<file path="config.mk">
export PLATFORM = sky130hd
export DESIGN_NAME = modulo_arbiter
export DESIGN_NICKNAME = d
export VERILOG_FILES = /design/src/rtl/modulo_arbiter.sv
export SDC_FILE = /design/constraint.sdc
export NUM_CORES = 1
export LEC_CHECK = 0
export CAP_MARGIN = 30
export CELL_PAD_IN_SITES_DETAIL_PLACEMENT = 0
export CELL_PAD_IN_SITES_GLOBAL_PLACEMENT = 2
export CORE_MARGIN = 2
export CORE_UTILIZATION = 18
export DETAILED_ROUTE_END_ITERATION = 8
export GPL_TIMING_DRIVEN = 0
export PLACE_DENSITY = 0.88
export SLEW_MARGIN = 20
export SYNTH_ARGS = -nofsm -noshare
export SYNTH_HDL_FRONTEND = slang
export SYNTH_SLANG_ARGS = --single-unit
</file>
<file path="constraint.sdc">
create_clock -name clk -period 2.6 [get_ports clk]
set_input_delay 0.39 -clock clk [delete_from_list [all_inputs] [get_ports clk]]
set_output_delay 0.39 -clock clk [all_outputs]
set_load 0.005 [all_outputs]
</file>
<file path="src/rtl/modulo_arbiter.sv">
// modulo_arbiter: round-robin sharing of one iterative Modulo unit among
// NUM_REQ requesters, screening non-positive moduli and hung operations.
module modulo_arbiter #(
    parameter int DATA_WIDTH = 32,
    parameter int NUM_REQ    = 4,
    parameter int ID_W       = 2,
    parameter int TIMEOUT    = 255
) (
    input  logic                          clk,
    input  logic                          rst,
    input  logic [NUM_REQ-1:0]            req_valid,
    input  logic [NUM_REQ*DATA_WIDTH-1:0] req_m,
    input  logic [NUM_REQ*DATA_WIDTH-1:0] req_p,
    output logic [NUM_REQ-1:0]            req_ready,
    output logic [NUM_REQ-1:0]            resp_valid,
    output logic [DATA_WIDTH-1:0]         resp_data,
    output logic [ID_W-1:0]               resp_id,
    output logic                          resp_err,
    output logic                          mod_start,
    output logic [DATA_WIDTH-1:0]         mod_m,
    output logic [DATA_WIDTH-1:0]         mod_p,
    input  logic [DATA_WIDTH-1:0]         mod_result,
    input  logic                          mod_ready,
    input  logic                          mod_done
);

    typedef enum logic [1:0] {IDLE, ISSUE, WAIT, RESP} state_t;

    state_t                state_q, state_d;
    logic [ID_W-1:0]       rr_q, rr_d;
    logic [ID_W-1:0]       id_q, id_d;
    logic [DATA_WIDTH-1:0] m_q, m_d;
    logic [DATA_WIDTH-1:0] p_q, p_d;
    logic [DATA_WIDTH-1:0] data_q, data_d;
    logic                  err_q, err_d;
    logic [7:0]            cnt_q, cnt_d;

    logic [ID_W:0]         cand;
    logic [ID_W-1:0]       win;
    logic                  found;
    logic                  accept;
    logic [DATA_WIDTH-1:0] m_sel;
    logic [DATA_WIDTH-1:0] p_sel;

    // First valid requester at or after rr_q, wrapping modulo NUM_REQ
    always_comb begin
        found = 1'b0;
        win   = '0;
        cand  = '0;
        for (int k = 0; k < NUM_REQ; k++) begin
            cand = {1'b0, rr_q} + (ID_W+1)'(k);
            if (cand >= (ID_W+1)'(NUM_REQ)) begin
                cand = cand - (ID_W+1)'(NUM_REQ);
            end
            if (!found && req_valid[cand[ID_W-1:0]]) begin
                found = 1'b1;
                win   = cand[ID_W-1:0];
            end
        end
    end

    assign accept = (state_q == IDLE) && mod_ready && found;
    assign m_sel  = req_m[win*DATA_WIDTH +: DATA_WIDTH];
    assign p_sel  = req_p[win*DATA_WIDTH +: DATA_WIDTH];

    always_comb begin
        req_ready = '0;
        if (rst && accept) begin
            req_ready[win] = 1'b1;
        end
    end

    always_comb begin
        resp_valid = '0;
        if (state_q == RESP) begin
            resp_valid[id_q] = 1'b1;
        end
    end

    always_comb begin
        state_d = state_q;
        rr_d    = rr_q;
        id_d    = id_q;
        m_d     = m_q;
        p_d     = p_q;
        data_d  = data_q;
        err_d   = err_q;
        cnt_d   = cnt_q;
        unique case (state_q)
            IDLE: begin
                if (accept) begin
                    m_d  = m_sel;
                    p_d  = p_sel;
                    id_d = win;
                    rr_d = (win == ID_W'(NUM_REQ-1)) ? '0 : win + ID_W'(1);
                    // Non-positive modulus never reaches the unit
                    if (p_sel[DATA_WIDTH-1] || (p_sel == '0)) begin
                        data_d  = '0;
                        err_d   = 1'b1;
                        state_d = RESP;
                    end else begin
                        state_d = ISSUE;
                    end
                end
            end
            ISSUE: begin
                cnt_d   = '0;
                state_d = WAIT;
            end
            WAIT: begin
                if (mod_done) begin
                    data_d  = mod_result;
                    err_d   = 1'b0;
                    state_d = RESP;
                end else if (cnt_q == 8'(TIMEOUT)) begin
                    data_d  = '0;
                    err_d   = 1'b1;
                    state_d = RESP;
                end else begin
                    cnt_d = cnt_q + 8'd1;
                end
            end
            RESP: begin
                state_d = IDLE;
            end
        endcase
    end

    always_ff @(posedge clk or negedge rst) begin
        if (!rst) begin
            state_q <= IDLE;
            rr_q    <= '0;
            id_q    <= '0;
            m_q     <= '0;
            p_q     <= '0;
            data_q  <= '0;
            err_q   <= 1'b0;
            cnt_q   <= '0;
        end else begin
            state_q <= state_d;
            rr_q    <= rr_d;
            id_q    <= id_d;
            m_q     <= m_d;
            p_q     <= p_d;
            data_q  <= data_d;
            err_q   <= err_d;
            cnt_q   <= cnt_d;
        end
    end

    assign mod_start = (state_q == ISSUE);
    assign mod_m     = m_q;
    assign mod_p     = p_q;
    assign resp_data = data_q;
    assign resp_id   = id_q;
    assign resp_err  = err_q;

endmodule

</file>
Yosys cells after proc, flatten, opt, wreduce, memory -nomap -nowiden
Cells that the tools add are included.

Bitwise operators: 0. Reductions and logical operators: 20. Magnitude comparators: 12. Muxes and demuxes: 45. Eq/ne operators: 10. Divide/modulo/power cells: 0. Shifts and indexed selects: 2. Multiply operators: 0. Add/subtract/negate cells: 9.

Operators with widths (number): $shiftx A128 B8 Y32 (2); $mux W32 (4); $pmux W32 S2 (1); $logic_not A32 Y1 (1); $mux W2 (13); $lt A2 B3 Y1 const B (6); $mux W8 (2); $pmux W8 S2 (1); $mux W1 (14); $ge A3 B3 Y1 const B (3); $add A8 B1 Y8 const B (1); $bmux W1 S2 (4); $eq A8 B8 Y1 const B (1); $logic_and A1 B1 Y1 (8); $mux W4 (2); $pmux W2 S4 (1); $sub A2 B1 Y2 const B (4); $add A2 B2 Y3 const B (2); $eq A2 B2 Y1 const B (3); $ne A2 B2 Y1 const B (3); $demux W1 S2 (2); $ge A2 B1 Y1 const B (2); $reduce_and A2 Y1 (2); $reduce_and A4 Y1 (1); 12 further kinds (15).

Bits of input ports: 296. Bits in latches: 0. Bits in read-only memories: 0. Logic and storage cells: 106. Bits in writable memories: 0. Output and inout bits: 108. Register bits after elaboration: 111. Memories kept: 0.

Logic depth before layout (Yosys ltp)
Gate-level depths: netlist of run 1.

Depth after elaboration: 20. Mapped depth: 13.

Least setup slack after synthesis of run 1
No wires, ideal clock.

Path type: reg-to-reg. Start: reg rr_q[1]. End: reg data_q[10], in the netlist resp_data[10]. Slack: -0.203 ns. Period minus slack after synthesis: 2.803 ns. Library setup time: 0.121 ns. Stages on the path, launching flop included: 14. Arrival: 2.682 ns. Cells stage by stage: dfrtp_1 nand2b_1 a21o_1 and3_1 buf_2 buf_6 buf_6 a211oi_1 o22ai_1 nor4_1 a41oi_1 a21o_1 buf_6 a22o_1.

Cells in the longest elaborated chain, start to end: 19. Elaborated cells on any way between the ends: 44. Classes of those cells: add/sub (7); order compare (4); eq/ne (2); shift (1); mux (20); reduce/logical (10).

RTL lines: from (decl) (RTL line 30) `logic [ID_W-1:0] rr_q, rr_d;`; from (signal assigned) (RTL line 141) `rr_q <= rr_d;`; parallel branches: the longest is 18 deep, another holds $add A2 B1 Y3; $reduce_and A4 Y1 (no source line) (*); to (signal assigned) (RTL line 145) `data_q <= data_d;`; to (decl) (RTL line 34) `logic [DATA_WIDTH-1:0] data_q, data_d;`.

Mark *: on every way between the ends. The select of a mux whose other input is x is not followed. A chain may end at the register's enable or synchronous reset.

Worst setup path after layout of run 1
Start: in req_valid[2]. End: reg data_q[10], in the netlist resp_data[10].

Cells in the longest elaborated chain, start to end: 17. Elaborated cells on any way between the ends: 29. Classes of those cells: eq/ne (2); shift (1); mux (16); reduce/logical (10).

RTL lines: from (decl) (RTL line 11) `input logic [NUM_REQ-1:0] req_valid,`; $bmux W1 S2 (RTL line 55) `if (!found && req_valid[cand[ID_W-1:0]]) begin`; $mux W1 (not written as such) (RTL line 55); $mux W1 (RTL line 55); $logic_not A1 Y1 (RTL line 55); $logic_and A1 B1 Y1 (RTL line 55); $mux W1 (RTL line 55); $logic_not A1 Y1 (RTL line 55); $logic_and A1 B1 Y1 (RTL line 55); $mux W1 (RTL line 55); $logic_not A1 Y1 (RTL line 55); $logic_and A1 B1 Y1 (RTL line 55); $mux W2 (RTL line 55); $shiftx A128 B8 Y32 (RTL line 64) `assign p_sel = req_p[win*DATA_WIDTH +: DATA_WIDTH];`; $logic_not A32 Y1 (RTL line 97) `if (p_sel[DATA_WIDTH-1] || (p_sel == '0)) begin`; $logic_or A1 B1 Y1 (RTL line 97); $ne A2 B1 Y1 (no source line); $reduce_and A4 Y1 (no source line) (*).

Mark *: on every way between the ends. The rest lies on a longest branch, timed or not. The select of a mux whose other input is x is not followed.

==> key figures, run 1 <==
Drt
  • WL final: 35200 µm
  • DR WL/cell: 19.2 µm
  • Antenna-violating nets left: 0
  • # DRC: 0
  • Vias/cell: 4.53
  • Drt first pass iters: 5
  • DR vias: 8310
  • Initial DRC Count: 316

Synth
  • Most common cell in the netlist: nand2_1
  • Top cells by count, synth: nand2_1 (243), dfrtp_1 (111), nand3_1 (100), inv_1 (72)
  • Post-synthesis cell count: 889
  • Top cell type's share of synthesized area: 40.3%
  • Synth Register Bits: 111
  • Cell Area, Synth: 0.00688 mm²
  • Post-synth EDFFs: 0
  • Seq/Total Area, Yosys: 40.3%
  • Async set or reset register ratio after synthesis: 100%
  • Area leader, netlist: dfrtp_1
  • Main synth FF type: dfrtp_1
  • Netlist cell types: 39
  • Synth top area cells: dfrtp_1 (40%), nand2_1 (13%), nand3_1 (7.3%), a211oi_1 (7.0%), a31oi_1 (5.8%)
  • Yosys warns: 0
  • Post-synthesis area per instance: 7.74 µm²
  • Post-Syn Nets: 1195

Power and ir drop
  • Net Sw Power: 4.83 mW
  • Overall power: 11.4 mW
  • Part of the power in registers: 25.0%
  • PD cells: 887 mW/mm²
  • Clock share of power: 12.8%
  • Switch share: 42.3%
  • Leak: 5.49 nW
  • Peak VDD IR: 0.000377 V
  • Int Power: 6.58 mW
  • Part of the power in combinational logic: 62.2%

Die
  • Row count: 71
  • Core ar.: 0.0377 mm²
  • DIE AREA: 0.0398 mm²
  • Initial core utilization: 18.3%
  • Die height: 200 µm
  • Die width: 200 µm
  • I/O Pins: 404

Setup path
  • Critical Path Slowest Stage Cell: clkdlybuf4s50_1
  • Reg-to-reg startpoint: rr_q[1]$_DFFE_PN0P_
  • Crit path max fanout: 10
  • R2R Path End: resp_data[10]$_DFFE_PN0P_
  • CP Launch Type: primary input
  • CP most frequent cell: buf_4
  • Cell chain of the critical path: clkdlybuf4s50_1 > nand3b_1 > buf_4 > clkbuf_2 > a31oi_1 > a211oi_4 > o22ai_1 > nor4_4 > a41oi_4 > a21o_4 > buf_4 > a22o_1
  • Critical Path Sink Type: flop
  • Worst R2R Path Depth: 11
  • Critical path class: primary input to flop
  • Critical path data arrival time: 3.51 ns
  • Critical Path RT: 2.87 ns
  • Worst reg2reg setup slack: -0.63 ns
  • Crit-path max cell delay: 0.49 ns

Clocking
  • H-tree Lvls: 3
  • CTS tree: done
  • Clk buf depth: 2
  • Worst-Skew Late Latency: 0.38 ns
  • Root Buffer: clkbuf_16
  • Clk sink count: 111
  • Worst-path clk slew: 0.08 ns
  • Hold_buf cts: 0
  • Total clock buffers created by CTS: 9

Timing
  • Crit share post-route: 125%
  • Slew margin rel.: 46.4%
  • Max Clock Skew: 0.0107 ns
  • Final Hold Fails: 0
  • RSZ-0062 raised after global routing: yes
  • Max Fclk: 309 MHz
  • Final-report max-slew violation count: 0
  • Final setup violation count: 38
  • Setup WS post-layout: -0.639 ns
  • Final Critical Period: 3.24 ns
  • Slew @ Worst Pin: 0.804 ns

Global routing
  • GRT Util Overall: 17.0%
  • Initial antenna violation count: 1
  • Pin count of the biggest net entering global routing: 70
  • Gr ovfl total: 0
  • Vias in the first global route: 8267
  • Global-route wire length before repair: 50300 µm

Placement
  • Port bufs: 403
  • DP Wirelength: 27900 µm
  • Pre-CTS WS: -1.88 ns
  • GPL Wtd Cong: 0.866

Hold path
  • Min-delay worst type: primary input to asynchronous set/reset pin

Flow run
  • Max-cap violations: 0

Finish
  • Core Util, Final: 34.2%
  • NumNets Final: 1621
  • Share of cells above drive strength 1: 12.5%
  • Area grow syn2layout: 86.9%

Run status
  • Status: finished with violations
  • Failing checks: setup timing
-- state kept, by name (all words and copies together) (netlist names) --
signal	count
cnt_q	8
mod_m	32
mod_p	32
resp_data	32
resp_err	1
resp_id	2
rr_q	2
state_q	2
-- cells in the final DEF (no fill, tap or decap), types with 6 or more instances in the layout --
| cell | synthesis | routed |
|---|---|---|
| clkdlybuf4s50_1 | 0 | 397 |
| nand2_1 | 243 | 243 |
| dfrtp_1 | 111 | 110 |
| nand3_1 | 100 | 100 |
| inv_1 | 72 | 71 |
| a31oi_1 | 64 | 64 |
| o31ai_1 | 32 | 32 |
| a22o_1 | 32 | 32 |
| a211oi_2 | 1 | 31 |
| buf_4 | 1 | 23 |
| a211oi_4 | 0 | 18 |
| a211oi_1 | 64 | 16 |
| clkbuf_1 | 42 | 14 |
| clkbuf_16 | 0 | 13 |
| buf_6 | 6 | 11 |
| o21ai_0 | 11 | 11 |
| clkbuf_4 | 0 | 11 |
| nor2_1 | 10 | 10 |
| o22ai_1 | 16 | 9 |
| ha_1 | 10 | 9 |
| buf_12 | 0 | 8 |
| clkbuf_2 | 0 | 8 |
| and3_1 | 8 | 7 |
| buf_2 | 23 | 7 |
| o22ai_2 | 1 | 6 |
-- worst max-delay path by stage --
stage / start / end / slack (ns) / cells past startpoint
floorplan: rr_q[1]$_DFFE_PN0P_ / resp_data[10]$_DFFE_PN0P_ / -0.11 / 13
global placement: rst / req_ready[3] / -3.92 / 3
detailed placement: req_valid[2] / resp_data[8]$_DFFE_PN0P_ / -1.88 / 12
CTS: rr_q[1]$_DFFE_PN0P_ / resp_data[8]$_DFFE_PN0P_ / -0.61 / 12
global route: rr_q[0]$_DFFE_PN0P_ / resp_data[11]$_DFFE_PN0P_ / -0.73 / 12
finish: req_valid[2] / resp_data[10]$_DFFE_PN0P_ / -0.64 / 12
-- layout make-up --
cell class                 count  area, µm²
antenna                        3       7.51
buffer                        76        633
clock buffer                   9        225
clock inverter                 7       75.1
fill                        4017      24800
inverter                      72        270
multi-input combinational    627       4010
sequential                   111       2780
tap                          511        639
timing repair buffer         418       4220
-- worst max-delay path: cells and delay by family --
family / cells / cell delay (ns)
and+or+nand+nor: 2 / 0.58
buffers and inverters: 4 / 1.15
AOI/OAI and AO/OA: 6 / 1.37
-- what timing repair did --
item | 4_1_cts | 5_1_grt
resized for setup | 143 | 68
endpoints found under the setup margin | 84 | 62
setup buffers | 8 | 4
cloned | 0 | 2
pin swaps | 10 | 11
-- power groups by stage --
stage	sequential [mW]	clock, mW	combinational [mW]
floorplan	2.88	0	2.94
global placement	2.86	0	6.12
finish	2.86	1.46	7.11
CTS	2.86	1.53	6.86
global route	2.95	1.58	7.73
detailed placement	2.89	0	6.15
-- per-layer routing --
layer	global-route usage, %	vias to the layer above	share of wire [%]
li1	-	3984	-
met1	21.6	3992	44
met2	28.8	300	49
met3	4.19	34	5.8
met4	4.22	0	1.7
met5	0	-	0
-- logic make-up after synthesis --
| family | after synthesis | synth area share, % |
|---|---|---|
| multiplexers | 2 | 0.309 |
| XOR/XNOR | 3 | 0.382 |
| flip-flops | 111 | 40.3 |
| AO/OA/AOI/OAI | 233 | 24.2 |
| buffers and inverters | 151 | 9.36 |
| AND/OR/NAND/NOR | 379 | 23.6 |
| adder cells (fa/ha/maj) | 10 | 1.82 |
-- per-stage QoR --
stage	instances	hold slack [ns]	TNS (ns)	area, µm²
2_1_floorplan	889	0.0944	-3.14	6950
3_3_place_gp	1803	0.461	-522.99	11600
5_1_grt	1831	0.0506	-25.73	12900
6_report	1834	0.00465	-21.82	12900
3_5_place_dp	1804	0.448	-106.61	11700
4_1_cts	1825	0.0290	-20.79	12600
Note: power is estimated with default switching activity, not from simulation.
==> inputs of run 2 (changes only) <==
Settings changed: CORE_MARGIN 2 to 1.
==> key figures, run 2 (synthesis gave the netlist of run 1 again) <==
Finish
  • Fillers: 3989 (was 4017)
  • Area of the multi-input gates: 0.00414 mm² (was 0.00401 mm²)
  • Core Util, Final: 34.8% (was 34.2%)
  • Most frequent cells in the layout: clkdlybuf4s50_1 (395), nand2_1 (243), dfrtp_1 (110) (was clkdlybuf4s50_1 (397), nand2_1 (243), dfrtp_1 (110))
  • Area grow syn2layout: 90.6% (was 86.9%)
  • Share of cells above drive strength 1: 15.0% (was 12.5%)
  • Register Area: 0.00278 mm² (unchanged)
  • Non-filler instance count after layout: 1851 (was 1834)
  • NumNets Final: 1638 (was 1621)
  • Commonest non-fill, non-tap cell in the layout: clkdlybuf4s50_1 (unchanged)

Drt
  • Antenna-violating nets left: 0 (unchanged)
  • Drt first pass iters: 5 (unchanged)
  • Initial DRC Count: 432 (was 316)
  • DR WL/cell: 19.4 µm (was 19.2 µm)
  • DR vias: 8526 (was 8310)
  • Vias/cell: 4.61 (was 4.53)
  • WL final: 35800 µm (was 35200 µm)
  • # DRC: 0 (unchanged)

Power and ir drop
  • Net Sw Power: 5.01 mW (was 4.83 mW)
  • Part of the power in registers: 24.3% (was 25.0%)
  • Peak VDD IR: 0.000295 V (was 0.000377 V)
  • Overall power: 11.8 mW (was 11.4 mW)
  • Part of the power in combinational logic: 63.2% (was 62.2%)
  • PD cells: 897 mW/mm² (was 887 mW/mm²)
  • Switch share: 42.6% (was 42.3%)
  • Int Power: 6.75 mW (was 6.58 mW)
  • Leak: 5.61 nW (was 5.49 nW)
  • Clock share of power: 12.5% (was 12.8%)

Clocking
  • Clk buf depth: 2 (unchanged)
  • Worst-Skew Late Latency: 0.37 ns (was 0.38 ns)
  • Clk sink count: 111 (unchanged)
  • Root Buffer: clkbuf_16 (unchanged)
  • CTS tree: done (unchanged)
  • Total clock buffers created by CTS: 9 (unchanged)
  • H-tree Lvls: 3 (unchanged)
  • Worst-path clk slew: 0.09 ns (was 0.08 ns)

Timing
  • Final Critical Period: 3.15 ns (was 3.24 ns)
  • Final setup violation count: 38 (unchanged)
  • Accumulated negative setup slack: -18.98 ns (was -21.82 ns)
  • Max Fclk: 317 MHz (was 309 MHz)
  • Slew margin rel.: 46.0% (was 46.4%)
  • Setup WS post-layout: -0.555 ns (was -0.639 ns)
  • Max Clock Skew: 0.0155 ns (was 0.0107 ns)
  • Crit share post-route: 121% (was 125%)
  • Final Hold Fails: 0 (unchanged)
  • Final-report max-slew violation count: 0 (unchanged)
  • RSZ-0062 raised after global routing: yes (unchanged)
  • Slew @ Worst Pin: 0.809 ns (was 0.804 ns)

Global routing
  • Global-route wire length before repair: 51900 µm (was 50300 µm)
  • Gr ovfl total: 0 (unchanged)
  • Initial antenna violation count: 3 (was 1)
  • GRT Util Overall: 17.9% (was 17.0%)
  • Pin count of the biggest net entering global routing: 67 (was 70)
  • Vias in the first global route: 8475 (was 8267)

Die
  • Initial core utilization: 18.3% (unchanged)
  • I/O Pins: 404 (unchanged)
  • Die width: 198 µm (was 200 µm)
  • Row count: 71 (unchanged)
  • DIE AREA: 0.0390 mm² (was 0.0398 mm²)
  • Die height: 198 µm (was 200 µm)
  • Core ar.: 0.0377 mm² (unchanged)

Run status
  • Status: finished with violations (unchanged)
  • Failing checks: setup timing (unchanged)

Setup path
  • Critical Path Sink Type: flop (unchanged)
  • CP Launch Type: flop (was primary input)
  • Critical Path RT: 2.85 ns (was 2.87 ns)
  • Crit path max fanout: 10 (unchanged)
  • Critical path data arrival time: 3.41 ns (was 3.51 ns)
  • Critical path class: flop to flop (was primary input to flop)

Hold path
  • Min-delay worst type: flop to flop (was primary input to asynchronous set/reset pin)

Placement
  • GPL Wtd Cong: 0.900 (was 0.866)
  • Placed cell count: 1804 (unchanged)
  • Pre-CTS WS: -1.78 ns (was -1.88 ns)
  • DP Wirelength: 27500 µm (was 27900 µm)
  • Port bufs: 403 (unchanged)

Flow run
  • Max-cap violations: 0 (unchanged)
-- run 2: cell types whose count changed in the layout (fill, tap and decap cells not counted), moves of 4 or more --
cell,change
buf_6,+6
a211oi_1,-9
clkbuf_2,+4
buf_4,+8
a211oi_4,+6
-- run 2: final timing paths --
path,startpoint,endpoint,slack [ns],cells after the start
min in group asynchronous,rst,cnt_q[4]$_DFFE_PN0P_,0.53,2
max in group asynchronous,rst,mod_m[15]$_DFFE_PN0P_,1.34,3
worst min register to register,mod_m[31]$_DFFE_PN0P_,mod_m[31]$_DFFE_PN0P_,0.48,2
worst max register to register,rr_q[1]$_DFFE_PN0P_,resp_data[11]$_DFFE_PN0P_,-0.55,12
worst min-delay path,mod_m[31]$_DFFE_PN0P_,mod_m[31]$_DFFE_PN0P_,0.48,2
worst max-delay path,rr_q[1]$_DFFE_PN0P_,resp_data[11]$_DFFE_PN0P_,-0.55,12
-- run 2: what timing repair did --
action                                  4_1_cts  5_1_grt
pin swaps                                    17       10
buffers inserted                             20        7
endpoints found under the hold margin        38        0
resized for setup                           170       90
hold buffers                                  1        0
endpoints found under the setup margin       85       71
cloned                                        1        0
-- run 2: metal layers --
layer	track usage, %	wire length [µm]	vias up
met2	29.5	16900	348
met4	5.20	710	0
met1	23.5	16000	4127
met5	0	0	-
li1	-	-	4007
met3	3.55	2210	44
-- run 2: final cells by class --
type / count / share of cell area [%]
Multi-Input combinational cell: 627 / 31.5
Clock inverter: 6 / 0.515
Sequential cell: 111 / 21.2
Timing Repair Buffer: 433 / 33.0
Inverter: 72 / 2.06
Clock buffer: 10 / 1.75
Tap cell: 511 / 4.87
Buffer: 78 / 5.05
Antenna cell: 3 / 0.0572
-- run 2: worst max-delay path, stage by stage, from the launching register on --
cell and delay (ns):
dfrtp_2 0.46, nand2b_4 0.15, a21o_1 0.17, and3_4 0.18, buf_4 0.21, a211oi_4 0.37
o22ai_2 0.17, nor4_4 0.38, a41oi_2 0.17, buf_6 0.17, a21o_4 0.24, buf_6 0.14
a22o_1 0.21
-- run 2: metrics by stage --
| step | cell area, µm² | hold slack [ns] |
|---|---|---|
| floorplan | 6950 | 0.0944 |
| global placement | 11600 | 0.460 |
| detailed placement | 11700 | 0.381 |
| CTS | 12800 | 0.482 |
| global route | 13100 | 0.490 |
| finish | 13100 | 0.476 |
-- run 2: power by group through the flow --
| stage | Clock (mW) | Combinational, mW | Sequential, mW |
|---|---|---|---|
| 3_5_place_dp | 0 | 6.16 | 2.89 |
| 5_1_grt | 1.59 | 8.04 | 2.96 |
| 4_1_cts | 1.53 | 7.15 | 2.87 |
| 2_1_floorplan | 0 | 2.94 | 2.88 |
| 6_report | 1.47 | 7.43 | 2.86 |
| 3_3_place_gp | 0 | 6.11 | 2.87 |
==> inputs of run 3 (changes only) <==
Settings changed: CELL_PAD_IN_SITES_DETAIL_PLACEMENT 0 to not set, CELL_PAD_IN_SITES_GLOBAL_PLACEMENT 2 to not set, CORE_AREA set to 2 2 157 159, CORE_MARGIN 1 to not set, CORE_UTILIZATION 18 to not set, DIE_AREA set to 0 0 159 161, PLACE_DENSITY 0.88 to 0.77.
==> key figures, run 3 (synthesis gave the netlist of run 1 again) <==
Power and ir drop
  • Peak VDD IR: 0.000449 V (was 0.000295 V)
  • Leak: 5.66 nW (was 5.61 nW)
  • PD cells: 907 mW/mm² (was 897 mW/mm²)
  • Overall power: 11.8 mW (about the same)

Finish
  • Diodes inserted: 0 (was 3)
  • NumNets Final: 1644 (was 1638)
  • Non-filler instance count after layout: 1667 (was 1851)
  • Area grow syn2layout: 89.5% (was 90.6%)
  • Share of cells above drive strength 1: 15.8% (was 15.0%)
  • Register Area: 0.00278 mm² (unchanged)
  • Final instance area: 0.0130 mm² (was 0.0131 mm²)
  • Area of the multi-input gates: 0.00418 mm² (was 0.00414 mm²)
  • Most frequent cells in the layout: clkdlybuf4s50_1 (395), nand2_1 (243), dfrtp_1 (110) (unchanged)
  • Commonest non-fill, non-tap cell in the layout: clkdlybuf4s50_1 (unchanged)
  • Fillers: 2155 (was 3989)

Setup path
  • Critical path data arrival time: 3.45 ns (was 3.41 ns)
  • Critical path class: flop to flop (unchanged)
  • CP endpoint: resp_data[3]$_DFFE_PN0P_ (was resp_data[11]$_DFFE_PN0P_)
  • Crit path max fanout: 10 (unchanged)
  • Reg-to-reg startpoint: rr_q[0]$_DFFE_PN0P_ (was rr_q[1]$_DFFE_PN0P_)
  • Worst reg2reg setup slack: -0.61 ns (was -0.55 ns)
  • CP Launch Type: flop (unchanged)
  • Worst R2R Path Depth: 13 (was 12)
  • Critical Path Start: rr_q[0]$_DFFE_PN0P_ (was rr_q[1]$_DFFE_PN0P_)
  • Critical Path Sink Type: flop (unchanged)
  • R2R Path End: resp_data[3]$_DFFE_PN0P_ (was resp_data[11]$_DFFE_PN0P_)
  • Critical Path RT: 2.84 ns (was 2.85 ns)

Clocking
  • Total clock buffers created by CTS: 9 (unchanged)
  • H-tree Lvls: 3 (unchanged)
  • CTS tree: done (unchanged)
  • Clk sink count: 111 (unchanged)
  • Worst-path clk slew: 0.08 ns (was 0.09 ns)
  • Clk buf depth: 2 (unchanged)
  • Worst-Skew Late Latency: 0.35 ns (was 0.37 ns)
  • Root Buffer: clkbuf_16 (unchanged)

Hold path
  • Min-delay worst type: flop to flop (unchanged)
  • Hold Path Origin: mod_m[28]$_DFFE_PN0P_ (was mod_m[31]$_DFFE_PN0P_)

Drt
  • Initial DRC Count: 622 (was 432)
  • Drt first pass iters: 5 (unchanged)
  • Vias/cell: 5.22 (was 4.61)
  • DR vias: 8705 (was 8526)
  • Antenna-violating nets left: 0 (unchanged)
  • # DRC: 0 (unchanged)
  • DR WL/cell: 19.4 µm (about the same)
  • WL final: 32400 µm (was 35800 µm)

Timing
  • Max Clock Skew: 0.00828 ns (was 0.0155 ns)
  • Hold_ws: 0.476 ns (about the same)
  • Final Hold Fails: 0 (unchanged)
  • Crit share post-route: 124% (was 121%)
  • Slew @ Worst Pin: 0.825 ns (was 0.809 ns)
  • Final setup violation count: 38 (unchanged)
  • Final Critical Period: 3.21 ns (was 3.15 ns)
  • Slew margin rel.: 45.0% (was 46.0%)
  • Max Fclk: 311 MHz (was 317 MHz)
  • Setup WS post-layout: -0.613 ns (was -0.555 ns)
  • RSZ-0062 raised after global routing: yes (unchanged)
  • Final-report max-slew violation count: 0 (unchanged)

Global routing
  • Initial antenna violation count: 0 (was 3)
  • Pin count of the biggest net entering global routing: 75 (was 67)
  • Vias in the first global route: 8812 (was 8475)
  • GRT Util Overall: 24.5% (was 17.9%)
  • Global-route wire length before repair: 48900 µm (was 51900 µm)
  • Gr ovfl total: 0 (unchanged)

Placement
  • Pre-CTS WS: -1.70 ns (was -1.78 ns)
  • GPL Wtd Cong: 0.951 (was 0.900)
  • DP Wirelength: 25000 µm (was 27500 µm)
  • Placed Area: 0.0114 mm² (was 0.0117 mm²)
  • Port bufs: 403 (unchanged)
  • Placed cell count: 1617 (was 1804)

Die
  • Core ar.: 0.0240 mm² (was 0.0377 mm²)
  • DIE AREA: 0.0256 mm² (was 0.0390 mm²)
  • I/O Pins: 404 (unchanged)
  • Die width: 159 µm (was 198 µm)
  • Die height: 161 µm (was 198 µm)
  • Row count: 57 (was 71)
  • Initial core utilization: 28.7% (was 18.3%)

Run status
  • Status: finished with violations (unchanged)
  • Failing checks: setup timing (unchanged)

Flow run
  • Max-cap violations: 0 (unchanged)
## run 3: cell types whose count changed in the layout (fill, tap and decap cells not counted), sizes merged
cell / delta
clkbuf: +1
buf: +5
diode: -3
bufbuf: +1
clkinv: -1
## run 3: how the worst min path moves through the flow
stage	end	slack, ns	depth (start not counted)
2_1_floorplan	cnt_q[0]$_DFFE_PN0P_	0.09	0
3_3_place_gp	mod_m[8]$_DFFE_PN0P_	0.46	2
3_5_place_dp	resp_data[11]$_DFFE_PN0P_	0.33	1
4_1_cts	mod_m[25]$_DFFE_PN0P_	0.48	2
5_1_grt	mod_m[21]$_DFFE_PN0P_	0.50	2
6_report	mod_m[28]$_DFFE_PN0P_	0.48	2
## run 3: cell type report
type	instances	share of cell area, %
multi-input combinational	627	32.0
timing repair buffer	440	33.8
clock inverter	5	0.384
sequential	111	21.3
tap	324	3.11
buffer	77	5.36
clock buffer	11	1.94
inverter	72	2.11
## run 3: worst max-delay path, stage by stage, from the launching register on
cell and delay [ns]:
dfrtp_1 0.42, nor3b_2 0.17, a211o_1 0.27, nor2b_4 0.16, buf_4 0.15, clkbuf_8 0.16, a211oi_2 0.27, o22ai_2 0.16
nor4_2 0.38, a41oi_2 0.17, buf_6 0.17, a21o_4 0.24, buf_8 0.15, a22o_1 0.22
## run 3: routing by layer
metal / global-route usage, % / up-vias / part of all wire [%]
met5: 0 / - / 0
met4: 10.5 / 0 / 4.1
met3: 7.63 / 90 / 9.1
met2: 41.7 / 491 / 48
met1: 28.7 / 4111 / 39
li1: - / 4013 / -
## run 3: report_power, final
| group | switching [mW] | total [mW] | internal (mW) |
|---|---|---|---|
| Combinational | 3.77 | 7.55 | 3.78 |
| Clock | 0.695 | 1.42 | 0.724 |
| Sequential | 0.445 | 2.87 | 2.43 |
| Total | 4.91 | 11.8 | 6.93 |
## run 3: what timing repair did
item | CTS | global route
hold endpoints to repair | 37 | 0
gates cloned | 4 | 0
endpoints found under the setup margin | 72 | 96
buffers inserted | 28 | 3
hold buffers | 1 | 0
pin swaps | 14 | 11
resized for setup | 215 | 54
## run 3: per-stage QoR
step / setup TNS, ns / util (%)
floorplan: -3.14 / -
global placement: -457.89 / 47.5
detailed placement: -87.76 / 47.7
CTS: -15.62 / 53.8
global route: -23.42 / 54.4
finish: -20.33 / 54.4
